===== config.mk =====
export PLATFORM = sky130hd
export DESIGN_NAME = dmem_mmio_responder
export DESIGN_NICKNAME = d
export VERILOG_FILES = /design/src/rtl/dmem_mmio_responder.sv
export SDC_FILE = /design/constraint.sdc
export NUM_CORES = 1
export LEC_CHECK = 0
export ABC_AREA = 1
export CAP_MARGIN = 15
export CORE_MARGIN = 5
export CORE_UTILIZATION = 57
export DETAILED_ROUTE_END_ITERATION = 10
export PLACE_DENSITY = 0.87
export REMOVE_ABC_BUFFERS = 1
export SYNTH_ARGS = -nofsm -noshare
export SYNTH_HDL_FRONTEND = slang
export SYNTH_SLANG_ARGS = --single-unit

===== constraint.sdc =====
create_clock -name clk -period 5.9 [get_ports clk]
set_clock_uncertainty 0.2 [all_clocks]
set_input_delay 0.59 -clock clk [delete_from_list [all_inputs] [get_ports clk]]
set_output_delay 0.59 -clock clk [all_outputs]
set_load 0.05 [all_outputs]

===== src/rtl/dmem_mmio_responder.sv =====
// Data-port responder: routes CPU loads/stores between d_mem and a small MMIO test-device
// register file that implements the end-of-test protocol (TOHOST, CHKSUM, CYCLE, STATUS).
module dmem_mmio_responder #(
   parameter int unsigned                  DATA_W      = 32,
   parameter int unsigned                  ADDR_WIDTH  = 8,
   parameter logic [ADDR_WIDTH-1:0]        MMIO_BASE   = ADDR_WIDTH'(8'hF0),
   parameter int unsigned                  TIMEOUT_CYC = 5000
) (
   input  logic                  clk,
   input  logic                  n_rst,
   input  logic                  cpu_wr_en,
   input  logic [ADDR_WIDTH-1:0] cpu_wr_addr,
   input  logic [ADDR_WIDTH-1:0] cpu_rd_addr,
   input  logic [1:0]            cpu_mode,
   input  logic [DATA_W-1:0]     cpu_wdata,
   output logic [DATA_W-1:0]     cpu_rdata,
   output logic                  mem_wr_en,
   input  logic [DATA_W-1:0]     mem_rdata,
   output logic                  done,
   output logic                  pass,
   output logic                  timeout,
   output logic [DATA_W-1:0]     fail_code,
   output logic                  err
);

   localparam logic [DATA_W-1:0] CYC_LAST = DATA_W'(TIMEOUT_CYC - 1);
   localparam logic [1:0]        MODE_WORD = 2'd2;

   typedef enum logic [1:0] {
      S_RUN,
      S_PASS,
      S_FAIL,
      S_TIMEOUT
   } state_t;

   state_t            state;
   state_t            state_nxt;
   logic [DATA_W-1:0] chksum;
   logic [DATA_W-1:0] cycle;
   logic [DATA_W-1:0] status_word;
   logic              mmio_wr;
   logic              mmio_rd;
   logic              st_legal;
   logic              st_illegal;
   logic              tohost_st;
   logic              chksum_st;
   logic              run;
   logic              fail_st;

   // Address decode and store qualification
   always_comb begin
      mmio_wr    = (cpu_wr_addr >= MMIO_BASE);
      mmio_rd    = (cpu_rd_addr >= MMIO_BASE);
      mem_wr_en  = cpu_wr_en & ~mmio_wr;
      st_legal   = cpu_wr_en & mmio_wr & (cpu_mode == MODE_WORD) & (cpu_wr_addr[1:0] == 2'b00);
      st_illegal = cpu_wr_en & mmio_wr & ~st_legal;
      tohost_st  = st_legal & (cpu_wr_addr[3:2] == 2'd0);
      chksum_st  = st_legal & (cpu_wr_addr[3:2] == 2'd1);
   end

   // A TOHOST store on the threshold cycle takes priority over TIMEOUT
   always_comb begin
      state_nxt = state;
      if (state == S_RUN) begin
         if (tohost_st) begin
            state_nxt = (cpu_wdata == DATA_W'(1)) ? S_PASS : S_FAIL;
         end else if (cycle == CYC_LAST) begin
            state_nxt = S_TIMEOUT;
         end
      end
   end

   always_ff @(posedge clk or negedge n_rst) begin
      if (!n_rst) begin
         state     <= S_RUN;
         chksum    <= '0;
         cycle     <= '0;
         fail_code <= '0;
         err       <= 1'b0;
      end else begin
         state <= state_nxt;
         if (state == S_RUN) begin
            if (chksum_st) begin
               chksum <= chksum + cpu_wdata;
            end
            if (st_illegal) begin
               err <= 1'b1;
            end
            if (tohost_st && (cpu_wdata != DATA_W'(1))) begin
               fail_code <= cpu_wdata;
            end
            // CYCLE counts only cycles that complete in RUN, so it freezes on the exit edge
            if (state_nxt == S_RUN) begin
               cycle <= cycle + DATA_W'(1);
            end
         end
      end
   end

   always_comb begin
      run     = (state == S_RUN);
      done    = ~run;
      pass    = (state == S_PASS);
      fail_st = (state == S_FAIL);
      timeout = (state == S_TIMEOUT);
      status_word = {{(DATA_W-6){1'b0}}, err, timeout, fail_st, pass, done, run};
   end

   always_comb begin
      cpu_rdata = mem_rdata;
      if (mmio_rd) begin
         case (cpu_rd_addr[3:2])
            2'd0:    cpu_rdata = '0;
            2'd1:    cpu_rdata = chksum;
            2'd2:    cpu_rdata = cycle;
            default: cpu_rdata = status_word;
         endcase
      end
   end

endmodule

; ---- After elaboration in Yosys (flattened, before gate mapping)
; Index checks and enable logic that the tools add are counted.
[word_totals]
reg_bits = 99
in_bits = 85
out_inout_bits = 69
word_cells = 45
[classes]
add_sub_neg = 2
n_lt_le_gt_ge = 2
eq_ne = 10
n_mux = 6
bitwise = 10
reduce_logical = 10
[ops]
columns = operator, n
row1 = $pmux 32 s3, 1
row2 = $add 32x1->32 const B, 1
row3 = $add 32x32->32, 1
row4 = $eq 32x1->1 const B, 1
row5 = $eq 32x13->1 const B, 1
row6 = $mux 32, 1
row7 = $ne 32x1->1 const B, 1
row8 = $ge 8x8->1 const B, 2
row9 = $logic_not 2->1, 5
row10 = $eq 2x2->1 const B, 4
row11 = $mux 2, 4
row12 = $reduce_and 2->1, 4
row13 = $and 1x1->1, 7
row14 = $eq 2x1->1 const B, 3
row15 = $not 1->1, 3
row16 = $logic_and 1x1->1, 1

; ---- Logic depth before layout (Yosys ltp)
; Gate-level depths: netlist of the first run.
[logic_depth]
ltp_word = 9
depth_mapped = 13

; ---- Worst setup path after synthesis of the first run
; Ideal clock, no wire load.
[synth_timing]
path_type = input-to-output
from = in cpu_rd_addr[3]
to = out cpu_rdata[1]
arrival_time_ns = 2.550
setup_slack_ns = 2.560
cell_stages = 7
cell_sequence = clkbuf_1 -> or2_2 -> clkbuf_1 -> buf_2 -> o22ai_1 -> a21oi_1 -> o21ai_0
[synth_between]
elab_chain_cells = 3
[synth_rtl]
columns = item, line_no
row1 = "start, declared", 13  ; input logic [ADDR_WIDTH-1:0] cpu_rd_addr,
row2 = "parallel branches: the longest is 2 deep, another holds $ge 8x8->1", -
row3 = $mux 32 *, 111  ; if (mmio_rd) begin
row4 = "end, declared", 16  ; output logic [DATA_W-1:0] cpu_rdata,
; Mark *: on every way between the ends.

; ---- Final worst setup path of the first run
[layout_timing]
from = in cpu_rd_addr[3]
to = out cpu_rdata[15]
; The elaborated chain is that of the path after synthesis.

==> flow_metrics.py, run 1 <==
metrics = {
    "critical_path": {
        "critPathMaxFanout": 28,
        "worst_r2r_startpoint": "cycle[0]$_DFFE_PN0P_",
        "cp-end-kind": "output port",
        "crit_path_start_kind": "primary input",
        "endpoint_of_the_most_critical_setup_path": "cpu_rdata[15]",
        "timing.rr.end": "cycle[15]$_DFFE_PN0P_",
        "critical_path_class": "primary input to output port",
        "crit_arrival_ns": 3.45,
        "r2r.worst_path.cells": 12,
        "internal_reg_to_reg_setup_slack_ns": 2.89,
        "worst_ep_required_time_ns": 5.11,
        "worstSetupStartpoint": "cpu_rd_addr[3]",
    },
    "power_and_ir_drop": {
        "power.internal_uw": 1090,
        "irDropWorstVdd_mv": 0.145,
        "p_per_area_nw_per_um2": 161,
        "post-layout-total-power_uw": 1560,
        "pwr-share-comb_pct": 17.8,
        "leakage_uw": 0.00488,
        "clock_power_share_pct": 38.7,
        "sequentialPowerShare_pct": 43.5,
        "switchingPower_uw": 471,
        "switching_share_pct": 30.2,
    },
    "grt": {
        "pin_count_of_the_biggest_net_entering_global_routing": 62,
        "antenna_found_initial": 0,
        "globalRoute.totalOverflow": 0,
        "wire_length_of_the_first_global_routing_pass_mm": 40.5,
        "grt_pass1_vias": 8036,
        "grtUsageTotal_pct": 31.4,
    },
    "floorplan": {
        "die_height_um": 127,
        "design.die.area_um2": 16100,
        "initial_utilization_pct": 58.5,
        "floorplan.core_area_um2": 13300,
        "die_width_um": 127,
        "std_cell_rows": 42,
        "design.portCount": 154,
    },
    "final_layout": {
        "antenna-diode-count": 0,
        "flow.area_growth_from_synthesis_pct": 24.0,
        "multi_input_area_um2": 4560,
        "fillCellCount": 1181,
        "final_cell_area_um2": 9680,
        "post_route_cells_drive_above_1_share_pct": 2.85,
        "finalNonFillerCells": 1546,
        "seq_area_um2": 2480,
        "number_of_nets_in_the_finished_design": 1483,
    },
    "timing": {
        "fmaxAchievable_mhz": 236,
        "final.period_utilization_pct": 71.9,
        "grt_setup_unrepaired": "false",
        "post-route-min-period_ns": 4.24,
        "report.final.slew_viol_count": 0,
        "timing_hold_violations_final": 0,
        "fin_tns_setup_ns": 0,
        "max_slew.worst_pin.slew_ns": 1.02,
        "setup_viol": 0,
        "max_slew_margin_pct": 31.6,
    },
    "clock_tree": {
        "clk_pin_slew_worst_paths_ns": 0.07,
        "cts-root-to-sink-buffers": 2,
        "cts.sink_count": 99,
        "numCtsBuffers": 9,
        "post-cts-setup-buffers": 0,
        "clkLatencyLatePin_ns": 0.37,
        "cts_resized": 0,
        "post_cts_hold_buffer_count": 0,
        "tritoncts": "done",
        "clock_tree.htree_level_count": 3,
        "clock-root-buffer": "clkbuf_16",
    },
    "synth": {
        "synthesis.area_um2": 7810,
        "synth-edff-count": 0,
        "asyncSetResetFlopFracSynth_pct": 100,
        "cell_count_after_synthesis": 1235,
        "synth_cell_types": 36,
        "ys_seq_area_share_pct": 31.7,
        "ys_seq_elements": 99,
        "synth_ff_type": "dfrtp_1",
        "synth_warnings": 0,
        "avgSynthCellArea_um2": 6.32,
    },
    "route": {
        "detail_route.wl_per_cell_um": 16.5,
        "dr.first_iter.drc_count": 733,
        "drt.antenna.violating_nets": 0,
        "detail_route.vias_per_cell": 5.51,
        "route.vias.total": 8520,
        "drt_drc_violations_left": 0,
        "drt_wl_total_mm": 25.6,
        "drt_pass1_iterations": 9,
    },
    "status": {
        "result_of_the_run": "finished, final reports clean",
    },
    "place": {
        "postPlaceCellArea_um2": 9390,
        "placement.io_buffers": 151,
        "dp_hpwl_mm": 19.8,
        "placed_cells_incl_taps": 1530,
        "last_weighted_congestion_value_of_the_routability_driven_placer": 0.984,
    },
    "run": {
        "drv.max_cap_violation_count": 0,
    },
    "worst_hold_path": {
        "worstHoldPathType": "primary input to asynchronous set/reset pin",
    },
}
==> cells in the final DEF (no fill, tap or decap), drive strengths merged <==
cell type and count:
fa 1, nor4 3, nor2 107, nand3b 8, or2 2, xnor2 13, o21bai 4, nand4 12
inv 155, nand3 44, xor2 30, clkinv 4, buf 7, nand2 482, dfrtp 99, o21ai 116
clkbuf 9, clkdlybuf4s50 150, o21a 1, a21oi 41, a31oi 1, o22ai 28, ha 32, nor3 21
==> cells by family (layout without fill, tap and decap cells) <==
logic type | count (synthesis) | after routing | share of synthesized area [%]
xor+xnor | 43 | 43 | 4.82
simple gates | 679 | 679 | 35.3
compound gates | 191 | 191 | 12.9
fa+ha+maj | 33 | 33 | 5.39
buf+inv | 190 | 325 | 9.81
flops | 99 | 99 | 31.7
==> layout make-up <==
class | instances | share of cell area [%]
repair buffers | 157 | 16.1
inverters | 152 | 5.89
multi-input cells | 946 | 47.1
clock inverters | 7 | 0.737
flip-flops and latches | 99 | 25.6
well taps | 176 | 2.27
clock buffers | 9 | 2.33
==> critical path, cell delays in order <==
cell,delay [ns]
clkdlybuf4s50_1,0.66
nand2_1,0.66
o22ai_1,0.47
nand2_1,0.15
nand2_1,0.11
clkdlybuf4s50_1,0.80
==> metal layers <==
metal	global-route usage, %	routed length, µm	part of all wire, %
met3	5.34	1730	6.8
met1	40.9	10800	42
met5	0	0	0
met4	13.2	989	3.9
met2	51.7	12000	47
==> worst min-delay path by stage <==
stage | startpoint | slack, ns | depth (start not counted) | to
finish | n_rst | 0.07 | 1 | cycle[4]$_DFFE_PN0P_
floorplan | n_rst | 0.09 | 0 | chksum[0]$_DFFE_PN0P_
global route | n_rst | 0.17 | 1 | cycle[1]$_DFFE_PN0P_
CTS | n_rst | 0.13 | 1 | cycle[3]$_DFFE_PN0P_
global placement | fail_code[0]$_DFFE_PN0P_ | 0.27 | 1 | fail_code[0]$_DFFE_PN0P_
detailed placement | fail_code[13]$_DFFE_PN0P_ | 0.29 | 2 | fail_code[13]$_DFFE_PN0P_
==> sequential cells by signal, summed over array words and instances (netlist names) <==
register / cells
chksum: 32
cycle: 32
err: 1
fail_code: 32
state: 2
==> power groups by stage <==
stage / sequential (µW) / combinational (µW) / clock, µW
floorplan: 692 / 143 / 0
detailed placement: 691 / 276 / 0
finish: 678 / 278 / 604
global route: 678 / 300 / 632
global placement: 691 / 273 / 0
CTS: 678 / 277 / 604
==> synthesized netlist by cell type (13+ instances only) <==
cell | count | area (µm²)
inv_1 | 150 | 563
nor3_1 | 18 | 90.1
o22ai_1 | 28 | 175
a21oi_1 | 41 | 205
ha_1 | 32 | 400
nand2_1 | 479 | 1800
xnor2_1 | 13 | 114
o21ai_1 | 23 | 115
dfrtp_1 | 99 | 2480
nand3_1 | 43 | 215
clkbuf_1 | 21 | 78.8
o21ai_0 | 92 | 460
xor2_1 | 30 | 263
nor2_1 | 103 | 387
==> per-stage QoR <==
stage | setup slack (ns) | hold slack [ns] | utilization (%)
floorplan | 2.26 | 0.0944 | -
detailed placement | 1.75 | 0.286 | 70.3
global route | 1.52 | 0.170 | 72.5
finish | 1.66 | 0.0742 | 72.5
global placement | 1.80 | 0.275 | 70.3
CTS | 1.71 | 0.129 | 72.5
Power figures use the tool's default switching activity.
==> inputs of run 2 (changes only) <==
--- a/config.mk
+++ b/config.mk
@@ -8,9 +8,9 @@
 export ABC_AREA = 1
 export CAP_MARGIN = 15
 export CORE_MARGIN = 5
-export CORE_UTILIZATION = 57
+export CORE_UTILIZATION = 48
 export DETAILED_ROUTE_END_ITERATION = 10
-export PLACE_DENSITY = 0.87
+export PLACE_DENSITY = 0.78
 export REMOVE_ABC_BUFFERS = 1
 export SYNTH_ARGS = -nofsm -noshare
 export SYNTH_HDL_FRONTEND = slang
==> constraint.sdc (replaced) <==
create_clock -name clk -period 3.85 [get_ports clk]
set_clock_uncertainty 0.2 [all_clocks]
set_input_delay 0.385 -clock clk [delete_from_list [all_inputs] [get_ports clk]]
set_output_delay 0.385 -clock clk [all_outputs]
set_load 0.05 [all_outputs]
==> run 2 against run 1 <==
Compared with the run above:
- first-iteration DRC count decreased by 6.4%
- non-clock buffer count increased by 10
- worst hold slack improved by 0.22 ns
- sequential share of layout area decreased by 0.24 points
- power increased by 55%
- via count decreased by 1.8%
- wire length decreased by 0.49%
- worst setup slack got worse by 1.2 ns
==> flow_metrics.py, run 2 (synthesized netlist as in run 1, its figures left out) <==
metrics = {
    "status": {
        "result_of_the_run": "finished, final reports clean",
    },
    "route": {
        "drt_wl_total_mm": 25.4,
        "drt.antenna.violating_nets": 0,
        "detail_route.wl_per_cell_um": 15.9,
        "drt_drc_violations_left": 0,
        "detail_route.vias_per_cell": 5.24,
        "drt_pass1_iterations": 5,
        "dr.first_iter.drc_count": 686,
        "route.vias.total": 8365,
    },
    "run": {
        "drv.max_cap_violation_count": 0,
    },
    "clock_tree": {
        "clk_pin_slew_worst_paths_ns": 0.07,
        "clock_tree.htree_level_count": 3,
        "cts.sink_count": 99,
        "post_cts_hold_buffer_count": 1,
        "cts_resized": 0,
        "post-cts-setup-buffers": 0,
        "cts-root-to-sink-buffers": 2,
        "clkLatencyLatePin_ns": 0.36,
        "tritoncts": "done",
        "clock-root-buffer": "clkbuf_16",
        "numCtsBuffers": 9,
    },
    "timing": {
        "report.final.slew_viol_count": 0,
        "post-route-min-period_ns": 3.37,
        "final.period_utilization_pct": 87.6,
        "hold_ws_ns": 0.294,
        "grt_setup_unrepaired": "false",
        "max_slew.worst_pin.slew_ns": 0.742,
        "fmaxAchievable_mhz": 296,
        "max_slew_margin_pct": 50.5,
        "setup_viol": 0,
        "timing_hold_violations_final": 0,
        "fin_tns_setup_ns": 0,
    },
    "place": {
        "placement.io_buffers": 151,
        "postPlaceCellArea_um2": 9460,
        "dp_hpwl_mm": 20.2,
        "placed_cells_incl_taps": 1579,
        "last_weighted_congestion_value_of_the_routability_driven_placer": 0.989,
    },
    "grt": {
        "wire_length_of_the_first_global_routing_pass_mm": 40.7,
        "grt_pass1_vias": 8057,
        "grtUsageTotal_pct": 27.5,
        "globalRoute.totalOverflow": 0,
        "pin_count_of_the_biggest_net_entering_global_routing": 39,
        "antenna_found_initial": 0,
    },
    "final_layout": {
        "layout_commonest_cell": "nand2_1",
        "number_of_nets_in_the_finished_design": 1493,
        "antenna-diode-count": 0,
        "flow.area_growth_from_synthesis_pct": 25.2,
        "mostFrequentLayoutCells": "nand2_1 (479), inv_1 (150), clkdlybuf4s50_1 (131), nor2_1 (103), dfrtp_1 (99)",
        "finalNonFillerCells": 1596,
        "final_cell_area_um2": 9770,
        "fillCellCount": 1584,
        "largest_registers": "chksum: 32 flops, cycle: 32 flops, fail_code: 32 flops",
        "post_route_cells_drive_above_1_share_pct": 4.86,
    },
    "floorplan": {
        "die_height_um": 138,
        "die_width_um": 138,
        "design.portCount": 154,
        "design.die.area_um2": 18900,
        "std_cell_rows": 46,
        "initial_utilization_pct": 49.0,
        "floorplan.core_area_um2": 15900,
    },
    "power_and_ir_drop": {
        "switchingPower_uw": 695,
        "switching_share_pct": 28.7,
        "pwr-share-comb_pct": 17.6,
        "irDropWorstVdd_mv": 0.216,
        "p_per_area_nw_per_um2": 247,
        "leakage_uw": 0.00494,
        "sequentialPowerShare_pct": 43.0,
        "clock_power_share_pct": 39.4,
        "power.internal_uw": 1720,
    },
    "critical_path": {
        "r2r.worst_path.cells": 12,
        "critPathMaxFanout": 17,
        "cp-end-kind": "output port",
        "worst_ep_required_time_ns": 3.26,
        "crit_path_start_kind": "primary input",
        "crit_arrival_ns": 2.79,
        "timing.rr.end": "cycle[22]$_DFFE_PN0P_",
        "worst_r2r_startpoint": "cycle[0]$_DFFE_PN0P_",
        "endpoint_of_the_most_critical_setup_path": "cpu_rdata[19]",
        "worstSetupStartpoint": "cpu_rd_addr[3]",
        "critical_path_class": "primary input to output port",
        "internal_reg_to_reg_setup_slack_ns": 1.12,
    },
    "worst_hold_path": {
        "worst_hold_startpoint": "fail_code[0]$_DFFE_PN0P_",
        "worstHoldPathType": "flop to flop",
    },
}
run 2: layout make-up:
class,instances,area (µm²),area share (%)
Clock buffer,9,225,2.30
Multi-Input combinational cell,946,4560,46.7
Inverter,152,571,5.84
Timing Repair Buffer,167,1580,16.2
Sequential cell,99,2480,25.3
Clock inverter,7,82.6,0.845
Tap cell,216,270,2.77
run 2: worst min path at each step:
stage / end / slack [ns] / cells past startpoint
after CTS: fail_code[0]$_DFFE_PN0P_ / 0.30 / 1
after global routing: fail_code[0]$_DFFE_PN0P_ / 0.31 / 1
final: fail_code[0]$_DFFE_PN0P_ / 0.29 / 1
after detailed placement: cycle[6]$_DFFE_PN0P_ / 0.18 / 1
after global placement: cycle[4]$_DFFE_PN0P_ / 0.17 / 1
after floorplan: chksum[0]$_DFFE_PN0P_ / -0.11 / 0
run 2: worst max-delay path, cell delays in order:
cell and delay (ns):
clkdlybuf4s50_1 0.63, nand2_1 0.46, o22ai_1 0.32, nand2_1 0.10
nand2_1 0.09, clkdlybuf4s50_1 0.80
run 2: metal layers:
metal / share of wire, % / global-route usage (%) / vias to the layer above
met5: 0 / 0 / -
met1: 42 / 35.3 / 3866
met3: 6.2 / 4.24 / 44
met2: 49 / 48.1 / 265
met4: 2.8 / 7.87 / 0
li1: - / - / 4190
run 2: metrics by stage:
stage / setup WS (ns) / util (%) / total power [µW]
after floorplan: 0.622 / - / 1280
after global placement: 0.540 / 59.3 / 1480
after detailed placement: 0.532 / 59.3 / 1480
after CTS: 0.528 / 61.3 / 2440
after global routing: 0.352 / 61.3 / 2510
final: 0.477 / 61.3 / 2420
run 2: power groups by stage:
stage          sequential [µW]  clock, µW  combinational, µW
6_report                  1040        954                426
5_1_grt                   1040       1000                462
4_1_cts                   1040        973                426
3_5_place_dp              1060          0                423
3_3_place_gp              1060          0                419
2_1_floorplan             1060          0                220
